<file path="src/rtl/four_channel_tdm_demux.sv">
// Four-channel serial TDM demultiplexer.
// Deserialises a framed 1-bit stream into four parallel channel words.
module four_channel_tdm_demux #(
  parameter int WIDTH = 8
) (
  input  logic             clk,
  input  logic             rst_n,
  input  logic             en,
  input  logic             din,
  input  logic             frame_sync,
  output logic [WIDTH-1:0] ch_a,
  output logic [WIDTH-1:0] ch_b,
  output logic [WIDTH-1:0] ch_c,
  output logic [WIDTH-1:0] ch_d,
  output logic             out_valid,
  output logic             sync_err
);

  localparam int CW = $clog2(WIDTH);

  typedef enum logic {
    HUNT,
    RUN
  } state_t;

  state_t           state;
  logic [CW-1:0]    bit_cnt;
  logic [1:0]       slot;
  logic [WIDTH-2:0] shreg;
  logic [WIDTH-1:0] stg_a;
  logic [WIDTH-1:0] stg_b;
  logic [WIDTH-1:0] stg_c;

  logic [WIDTH-1:0] word;
  logic             at_start;
  logic             at_last;
  logic             early;
  logic             missing;
  logic             advance;

  // Current word candidate and framing position flags.
  always_comb begin
    word     = {shreg, din};
    at_start = (bit_cnt == '0) && (slot == 2'd0);
    at_last  = (bit_cnt == CW'(WIDTH - 1));
    early    = frame_sync && !at_start;
    missing  = !frame_sync && at_start;
    advance  = !early && !missing;
  end

  // Framing FSM, deserialiser and registered channel outputs.
  always_ff @(posedge clk or negedge rst_n) begin
    if (!rst_n) begin
      state     <= HUNT;
      bit_cnt   <= '0;
      slot      <= 2'd0;
      shreg     <= '0;
      stg_a     <= '0;
      stg_b     <= '0;
      stg_c     <= '0;
      ch_a      <= '0;
      ch_b      <= '0;
      ch_c      <= '0;
      ch_d      <= '0;
      out_valid <= 1'b0;
      sync_err  <= 1'b0;
    end else begin
      out_valid <= 1'b0;
      sync_err  <= 1'b0;
      if (en) begin
        unique case (state)
          HUNT: begin
            if (frame_sync) begin
              state   <= RUN;
              shreg   <= word[WIDTH-2:0];
              bit_cnt <= CW'(1);
              slot    <= 2'd0;
            end
          end
          RUN: begin
            unique case (1'b1)
              early: begin
                sync_err <= 1'b1;
                shreg    <= word[WIDTH-2:0];
                bit_cnt  <= CW'(1);
                slot     <= 2'd0;
              end
              missing: begin
                sync_err <= 1'b1;
                state    <= HUNT;
                bit_cnt  <= '0;
                slot     <= 2'd0;
              end
              advance: begin
                shreg <= word[WIDTH-2:0];
                if (at_last) begin
                  bit_cnt <= '0;
                  slot    <= slot + 2'd1;
                  unique case (slot)
                    2'd0: stg_a <= word;
                    2'd1: stg_b <= word;
                    2'd2: stg_c <= word;
                    2'd3: begin
                      ch_a      <= stg_a;
                      ch_b      <= stg_b;
                      ch_c      <= stg_c;
                      ch_d      <= word;
                      out_valid <= 1'b1;
                    end
                  endcase
                end else begin
                  bit_cnt <= bit_cnt + CW'(1);
                end
              end
            endcase
          end
        endcase
      end
    end
  end

endmodule
</file>
<file path="config.mk">
export PLATFORM = sky130hd
export DESIGN_NAME = four_channel_tdm_demux
export DESIGN_NICKNAME = d
export VERILOG_FILES = /design/src/rtl/four_channel_tdm_demux.sv
export SDC_FILE = /design/constraint.sdc
export NUM_CORES = 1
export LEC_CHECK = 0
export CAP_MARGIN = 5
export CORE_MARGIN = 2
export CORE_UTILIZATION = 54
export DETAILED_ROUTE_END_ITERATION = 8
export PLACE_DENSITY = 0.88
export SYNTH_ARGS = -nofsm -noshare
export SYNTH_HDL_FRONTEND = slang
export SYNTH_SLANG_ARGS = --single-unit
</file>
<file path="constraint.sdc">
create_clock -name clk -period 2.9 [get_ports clk]
set_clock_uncertainty 0.2 [all_clocks]
set_input_delay 0.58 -clock clk [delete_from_list [all_inputs] [get_ports clk]]
set_output_delay 0.58 -clock clk [all_outputs]
set_load 0.1 [all_outputs]
</file>
# Word level (Yosys, flattened, before mapping)
# Index checks and enable logic that the tools add are counted.
# op_classes
addsub,2
n_mul,0
div,0
n_lt_le_gt_ge,0
n_eq_ne,7
shifts,0
muxes,22
n_bitwise,1
n_reduce_logical,19
# op_table
op,count
AND reduction 5 bit,4
two-way mux 7 bit,2
case mux 7 bit (2 select lines),1
two-way mux 1 bit,10
case mux 3 bit (3 select lines),1
case mux 2 bit (2 select lines),2
two-way mux 3 bit,2
case mux 3 bit (2 select lines),1
AND reduction 3 bit,2
"equality test 2 bit, second input constant",2
logical AND 1 bit,4
logical NOT 1 bit,4
two-way mux 2 bit,2
"!= test 2 bit, second input constant",2
OR reduction 2 bit,2
"adder 3 x 1 -> 3 bit, second input constant",1
"equality test 3 bit, second input constant",1
logical NOT 3 bit,1
"!= test 3 bit, second input constant",1
"adder 2 x 1 -> 2 bit, second input constant",1
"equality test 2 x 1 -> 1 bit, second input constant",1
logical NOT 2 bit,1
case mux 1 bit (2 select lines),1
AND reduction 2 bit,1
inverter 1 bit,1
# totals
regBits,71
latchBits,0
mem_bits_rw,0
rom_bits,0
input_bits,5
output_inout_bits,34
word_cells,64
n_memories,0

# Longest topological paths before layout
# Gate-level depths: netlist of run 1.
# logic_depth
word_depth,9
mapped_depth,11
depth_no_buf,9

# Worst setup path before layout of run 1
# OpenSTA, ideal clock, no wires.
# synth_timing
path_kind,register to register
startpoint,reg slot[0]
endpoint,reg ch_a[3]
setup_time_ns,0.126
arrival_ns,2.155
required_ns,2.574
setup_slack_ns,0.419
stages_incl_launch_ff,12
path_buffers,2
synth_period_minus_slack_ns,2.481
cell_sequence,dfrtp_1 inv_1 ha_1 nand2_1 or2_2 inv_1 ha_1 and4_1 buf_4 nand2_4 buf_6 mux2_2
# synth_between
elab_chain_len,7
word_cells_on_any_way,10
classes_between,eq/ne: 1; reduce/logical: 9
# synth_rtl
item,line_no,rtl
"start, declared",28,logic [1:0] slot;
"start signal, assigned",98,slot <= slot + 2'd1;
logical NOT 2 bit,44,at_start = (bit_cnt == '0) && (slot == 2'd0);
logical AND 1 bit,44,
logical NOT 1 bit,46,early = frame_sync && !at_start;
logical AND 1 bit,46,
logical NOT 1 bit,48,advance = !early && !missing;
logical AND 1 bit,48,
AND reduction 5 bit (no source line) *,n/a,
"end signal, assigned",104,ch_a <= stg_a;
"end, declared",11,"output logic [WIDTH-1:0] ch_a,"
# Mark *: on every way between the ends. The rest lies on a longest branch, timed or not.
# A chain may end at the register's enable or synchronous reset.

# Worst setup path in the final report of run 1
# layout_timing
startpoint,reg slot[0]
endpoint,reg ch_d[4]
# layout_between
elab_chain_len,7
word_cells_on_any_way,10
classes_between,eq/ne: 1; reduce/logical: 9
# layout_rtl
item,line_no,rtl
logical NOT 2 bit,44,
logical AND 1 bit,44,
logical NOT 1 bit,46,
logical AND 1 bit,46,
logical NOT 1 bit,48,
logical AND 1 bit,48,
AND reduction 5 bit (no source line) *,n/a,
"end signal, assigned",107,ch_d <= word;
"end, declared",14,"output logic [WIDTH-1:0] ch_d,"
# Marked as above.

==> results of run 1 <==
layer usage:
metal / GRT usage, % / vias to the layer above / wire length, µm
met5: 0 / - / 0
met4: 9.818 / 0 / 85
met3: 5.059 / 8 / 194
met2: 27.19 / 35 / 2252
met1: 24.60 / 775 / 2214
li1: - / 732 / -
registers in the layout, indices dropped and copies added (netlist names):
register	count
stg_b	8
stg_a	8
state	1
ch_c	8
stg_c	8
out_valid	1
bit_cnt	3
ch_b	8
sync_err	1
ch_a	8
slot	2
shreg	7
ch_d	8
stage by stage:
step / instance area, µm² / std cells / worst slack, ps / hold WS, ps / util [%]
final: 3470 / 302 / 189.0 / 72.46 / 67.93
after floorplan: 2856 / 180 / 419.3 / 84.41 / -
after global routing: 3470 / 302 / 62.08 / 105.7 / 67.93
after global placement: 3233 / 286 / 117.7 / 281.8 / 63.30
after CTS: 3470 / 302 / 175.7 / 66.97 / 67.93
after detailed placement: 3233 / 286 / 73.69 / 287.8 / 63.30
cell usage in the layout, fill, tap and decap left out:
cell             synthesis  routed
a31oi_1                  1       1
o21ai_0                  2       2
and4_1                   1       1
nor3_1                   1       1
buf_12                   0       2
mux2_2                  61      61
mux2_4                   3       3
clkinv_2                 0       2
buf_4                    2      35
a22o_1                   3       3
buf_2                    0       1
nand2_1                  3       3
or2_2                    1       1
clkbuf_1                 0       1
a21oi_1                  2       2
nor3b_1                  2       2
clkinv_4                 0       1
nand2_2                  3       3
nand2_4                  1       1
dfrtp_1                 71      71
inv_1                    7       7
nor2_1                   1       1
ha_1                    10      10
a21o_1                   1       1
clkbuf_8                 0       9
bufinv_16                0       3
o21bai_1                 1       1
clkdlybuf4s50_1          0       3
how the worst max path moves through the flow:
stage,startpoint,end,slack (ps),cells past startpoint
after floorplan,slot[0]$_DFFE_PN0P_,ch_a[3]$_DFFE_PN0P_,420,11
after global placement,frame_sync,ch_c[0]$_DFFE_PN0P_,120,7
after detailed placement,frame_sync,ch_c[0]$_DFFE_PN0P_,70,7
after CTS,slot[0]$_DFFE_PN0P_,ch_c[3]$_DFFE_PN0P_,180,10
after global routing,slot[1]$_DFFE_PN0P_,ch_a[2]$_DFFE_PN0P_,60,10
final,slot[0]$_DFFE_PN0P_,ch_d[4]$_DFFE_PN0P_,190,10
critical path, cell delays in order, from the launching register on:
cell	delay (ps)
dfrtp_1	420
inv_1	100
ha_1	190
nand2_1	50
or2_2	290
inv_1	90
ha_1	270
and4_1	280
nand2_4	140
buf_4	220
mux2_2	350
kinds of logic after synthesis:
family,synth area share (%)
AOI/OAI and AO/OA,2.366
adders and majority gates,4.380
buffers and inverters,2.628
DFF,62.20
muxes,25.62
and+or+nand+nor,2.803
layout make-up:
cell class              instances  share of cell area [%]
inverters                       7                  0.7573
repair buffers                 41                   9.737
clock inverters                 6                   3.137
well taps                      70                   2.524
flip-flops and latches         71                   51.21
multi-input cells              97                   28.96
clock buffers                  10                   3.678
power by group:
part,total [W],internal (W),leakage [nW],switching [W]
clock,0.000923,0.000570,0.120,0.000353
sequential,0.00121,0.00109,0.968,0.000120
combinational,0.000317,0.000147,0.790,0.000169
==> results_dict.tcl, run 1 <==
set metrics [dict create \
    multi_input_area_mm2 0.001005 \
    syn_area_mm2 0.002856 \
    slew_headroom_pct 55.69 \
    grt_pass1_vias 1602 \
    synth_nets 195 \
    worst_setup_path_end_kind "flip-flop" \
    fp.dieW_um 76.73 \
    synthArstFlopShare_pct 100.0 \
    num_antenna_cells 0 \
    syn_avg_cell_area_um2 15.87 \
    yosysMostFrequentCell "dfrtp_1" \
    gp_congestion 0.7265 \
    synthTopCellsByCount "dfrtp_1, mux2_2, ha_1" \
    root_buffer "clkbuf_8" \
    num_rows 26 \
    grt-ovfl-total 0 \
    die_h_um 76.73 \
    clock_path_buffers 2 \
    wl_per_cell_um 15.72 \
    drv_slew 0 \
    cts_buffers 9 \
    vias 1550 \
    clock_latency_ps 340 \
    start_util_pct 55.93 \
    hold_violations 0 \
    worstMarginPinSlew_ps 664.6 \
    cts_tree "yes" \
    drt_iter0_markers 35 \
    dp_hpwl_um 3087 \
    fin_crit_ps 2711 \
    htreeDepth 3 \
    fillers 372 \
    yosys_warnings 0 \
    synth_enable_flop_cells 0 \
    ant_nets 0 \
    groute.usage.overall_pct 18.30 \
    criticalPathCategory "flip-flop to flip-flop" \
    clock-sinks 71 \
    finalPower_w 0.002449 \
    cts_hold_buf 0 \
    syn-instance-count 180 \
    fmax_ghz 0.3689 \
    cp.arrival_ps 2730 \
    remaining_drc_errors 0 \
    postCtsSetupRepairBufs 0 \
    crit_fanout 12 \
    rrSetupSlack_ps 190 \
    port_buffers 38 \
    setup_viol 0 \
    boundaryPins 39 \
    grt_start_max_net_pins 44 \
    synth_seq_cells 71 \
    period_share_pct 93.48 \
    regArea_mm2 0.001777 \
    path_clk_slew_ps 80 \
    rr_startpoint "slot[0]$_DFFE_PN0P_" \
    grt_pass1_wl_um 8100 \
    netlist_top_cells_area "dfrtp_1, mux2_2, ha_1" \
    start_kind "flip-flop" \
    coreArea_mm2 0.005107 \
    fin_nets 242 \
    post_cts_resized 0 \
    reg2reg_depth 10 \
    ir_drop_mv 0.3926 \
    yosysTopAreaCell "dfrtp_1" \
    yosysTopAreaCellShare_pct 62.20 \
    antenna_found_initial 0 \
    drv_cap 0 \
    layout-drive-gt1-share_pct 52.59 \
    routed_wl_um 4746 \
    hp-class "input pin to asynchronous set/reset pin" \
    viasPerCell 5.132 \
    r2r_end "ch_d[4]$_DFFE_PN0P_" \
    synth_cell_type_count 21 \
    leakage_nw 1.878 \
    synthFlopType "dfrtp_1" \
    dieArea_mm2 0.005887 \
    dr.pass1.iters 3 \
    status "completed" \
    area_growth_pct 21.46 \
    ys_seq_area_share_pct 62.20 \
    powerDensity_mw_per_mm2 705.8 \
    timing.setup.tns_ps 0 \
    cp.required_ps 2920 \
    rsz0062_at_grt "no" \
]
No activity file was read; power rests on OpenSTA's default activity.
==> run 2, diff against run 1 <==
==> constraint.sdc (replaced) <==
create_clock -name clk -period 3.05 [get_ports clk]
set_clock_uncertainty 0.2 [all_clocks]
set_input_delay 0.61 -clock clk [delete_from_list [all_inputs] [get_ports clk]]
set_output_delay 0.61 -clock clk [all_outputs]
set_load 0.1 [all_outputs]
==> run 2 against run 1 <==
  * Clock power grew 7.0%
  * Routed wire length is 3.5% higher
  * Via count is 1.0% lower
  * Sequential share of layout area fell by 0.28 points
  * Sequential power down 5%
  * Global-route usage barely moved
  * Largest cell class unchanged
  * Highest routed layer unchanged
==> results_dict.tcl, run 2 (same netlist as run 1, synthesis figures left out) <==
set metrics [dict create \
    rsz0062_at_grt "no" \
    clockPowerShare_pct 40.5 \
    cts_tree "yes" \
    grt_pass1_vias 1605 \
    postCtsSetupRepairBufs 0 \
    rr_startpoint "slot[1]$_DFFE_PN0P_" \
    fp.dieW_um 76.73 \
    dieArea_mm2 0.005887 \
    final_cell_mix "dfrtp_1, mux2_2, buf_4" \
    dr.pass1.iters 4 \
    root_buffer "clkbuf_8" \
    switchingPower_w 0.0006358 \
    remaining_drc_errors 0 \
    vias 1534 \
    ir_drop_mv 0.4295 \
    internal_power_w 0.001804 \
    fmax_ghz 0.3616 \
    powerDensity_mw_per_mm2 699.3 \
    clock_latency_ps 340 \
    num_antenna_cells 0 \
    routed_wl_um 4913 \
    cp_cell_sequence "inv_1 -> ha_1 -> nand2_1 -> or2_2 -> inv_1 -> ha_1 -> and4_1 -> nand2_4 -> mux2_2" \
    cts_hold_buf 0 \
    drv_slew 0 \
    slew_headroom_pct 57.03 \
    p_sw_share_pct 26.06 \
    worst_setup_path_end_kind "flip-flop" \
    hp-class "input pin to asynchronous set/reset pin" \
    final_common_cell "dfrtp_1" \
    num_rows 26 \
    r2r_end "ch_d[6]$_DFFE_PN0P_" \
    comb_power_share_pct 12.3 \
    area_growth_pct 22.12 \
    clock-sinks 71 \
    leakage_nw 1.879 \
    cp.arrival_ps 2790 \
    place_inst 286 \
    cts_buffers 9 \
    reg2reg_depth 9 \
    cp_num_buf_inv 2 \
    period_share_pct 90.66 \
    clock_path_buffers 2 \
    setup_viol 0 \
    gp_congestion 0.7749 \
    drt_iter0_markers 57 \
    antenna_found_initial 0 \
    drv_cap 0 \
    fillers 380 \
    die_h_um 76.73 \
    seqPwrFrac_pct 47.2 \
    ant_nets 0 \
    grt_pass1_wl_um 8128 \
    fin_nets 242 \
    rrSetupSlack_ps 280 \
    cp.required_ps 3070 \
    wl_per_cell_um 16.27 \
    crit_slowest_cell "dfrtp_1" \
    worstMarginPinSlew_ps 637.8 \
    post_cts_resized 0 \
    dp_hpwl_um 3026 \
    start_util_pct 55.93 \
    layout-drive-gt1-share_pct 53.02 \
    coreArea_mm2 0.005107 \
    crit_fanout 33 \
    timing.setup.tns_ps 0 \
    port_buffers 38 \
    criticalPathCategory "flip-flop to flip-flop" \
    boundaryPins 39 \
    hold_slack_ps 80.75 \
    critical_path.top_delay_family "simple AND/OR/NAND/NOR gates" \
    multi_input_area_mm2 0.001005 \
    fin_crit_ps 2765 \
    groute.usage.overall_pct 18.28 \
    regArea_mm2 0.001777 \
    path_clk_slew_ps 70 \
    grt_start_max_net_pins 72 \
    status "completed" \
    hold_violations 0 \
    stdcell_count 302 \
    grt-ovfl-total 0 \
    htreeDepth 3 \
    start_kind "flip-flop" \
    viasPerCell 5.079 \
    max_stage_delay_ps 420 \
]
## run 2: changes by cell type in the layout (fill, tap and decap cells not counted)
| cell | change |
|---|---|
| clkbuf_1 | -1 |
| clkinvlp_4 | +2 |
| bufinv_16 | +1 |
| inv_6 | +1 |
| clkinv_2 | -2 |
| buf_12 | -1 |
| clkinv_4 | -1 |
| buf_4 | +1 |
## run 2: layout make-up
class / count / area share (%)
multi-input cells: 97 / 28.80
well taps: 70 / 2.511
flip-flops and latches: 71 / 50.93
repair buffers: 41 / 9.326
clock buffers: 9 / 3.551
inverters: 7 / 0.7532
clock inverters: 7 / 4.125
## run 2: worst max path at each step
stage	from	endpoint	slack, ps	depth (start not counted)
after floorplan	slot[0]$_DFFE_PN0P_	ch_a[3]$_DFFE_PN0P_	570	11
after global placement	frame_sync	ch_d[5]$_DFFE_PN0P_	190	6
after detailed placement	frame_sync	ch_d[6]$_DFFE_PN0P_	130	6
after CTS	slot[0]$_DFFE_PN0P_	ch_d[6]$_DFFE_PN0P_	250	9
after global routing	slot[0]$_DFFE_PN0P_	ch_d[6]$_DFFE_PN0P_	120	9
final	slot[1]$_DFFE_PN0P_	ch_d[6]$_DFFE_PN0P_	280	9
## run 2: layer usage
metal	part of all wire, %	GRT usage [%]	routed length (µm)
met5	0	0	0
met4	2.6	10.73	127
met3	4.0	3.294	195
met2	49	28.86	2406
met1	44	23.81	2184
## run 2: metrics by stage
| step | util [%] | power, W | area, µm² | setup slack (ps) |
|---|---|---|---|---|
| floorplan | - | 0.001356 | 2856 | 569.3 |
| global placement | 63.06 | 0.001449 | 3221 | 194.6 |
| detailed placement | 63.06 | 0.001470 | 3221 | 130.0 |
| CTS | 68.30 | 0.002460 | 3488 | 249.3 |
| global route | 68.30 | 0.002545 | 3488 | 115.6 |
| finish | 68.30 | 0.002440 | 3488 | 284.8 |
## run 2: power groups by stage
stage | Clock [W] | Sequential [W] | Combinational [W]
after floorplan | 0 | 0.00116 | 0.000197
after global placement | 0 | 0.00116 | 0.000289
after detailed placement | 0 | 0.00117 | 0.000303
after CTS | 0.00100 | 0.00115 | 0.000306
after global routing | 0.00103 | 0.00117 | 0.000340
final | 0.000988 | 0.00115 | 0.000301
==> run 3, diff against run 2 <==
--- a/config.mk
+++ b/config.mk
@@ -13,3 +13,4 @@
 export SYNTH_ARGS = -nofsm -noshare
 export SYNTH_HDL_FRONTEND = slang
 export SYNTH_SLANG_ARGS = --single-unit
+export TNS_END_PERCENT = 20
==> results of run 3 <==
Same layout as run 2: the final DEF is identical, and so are final timing and power.
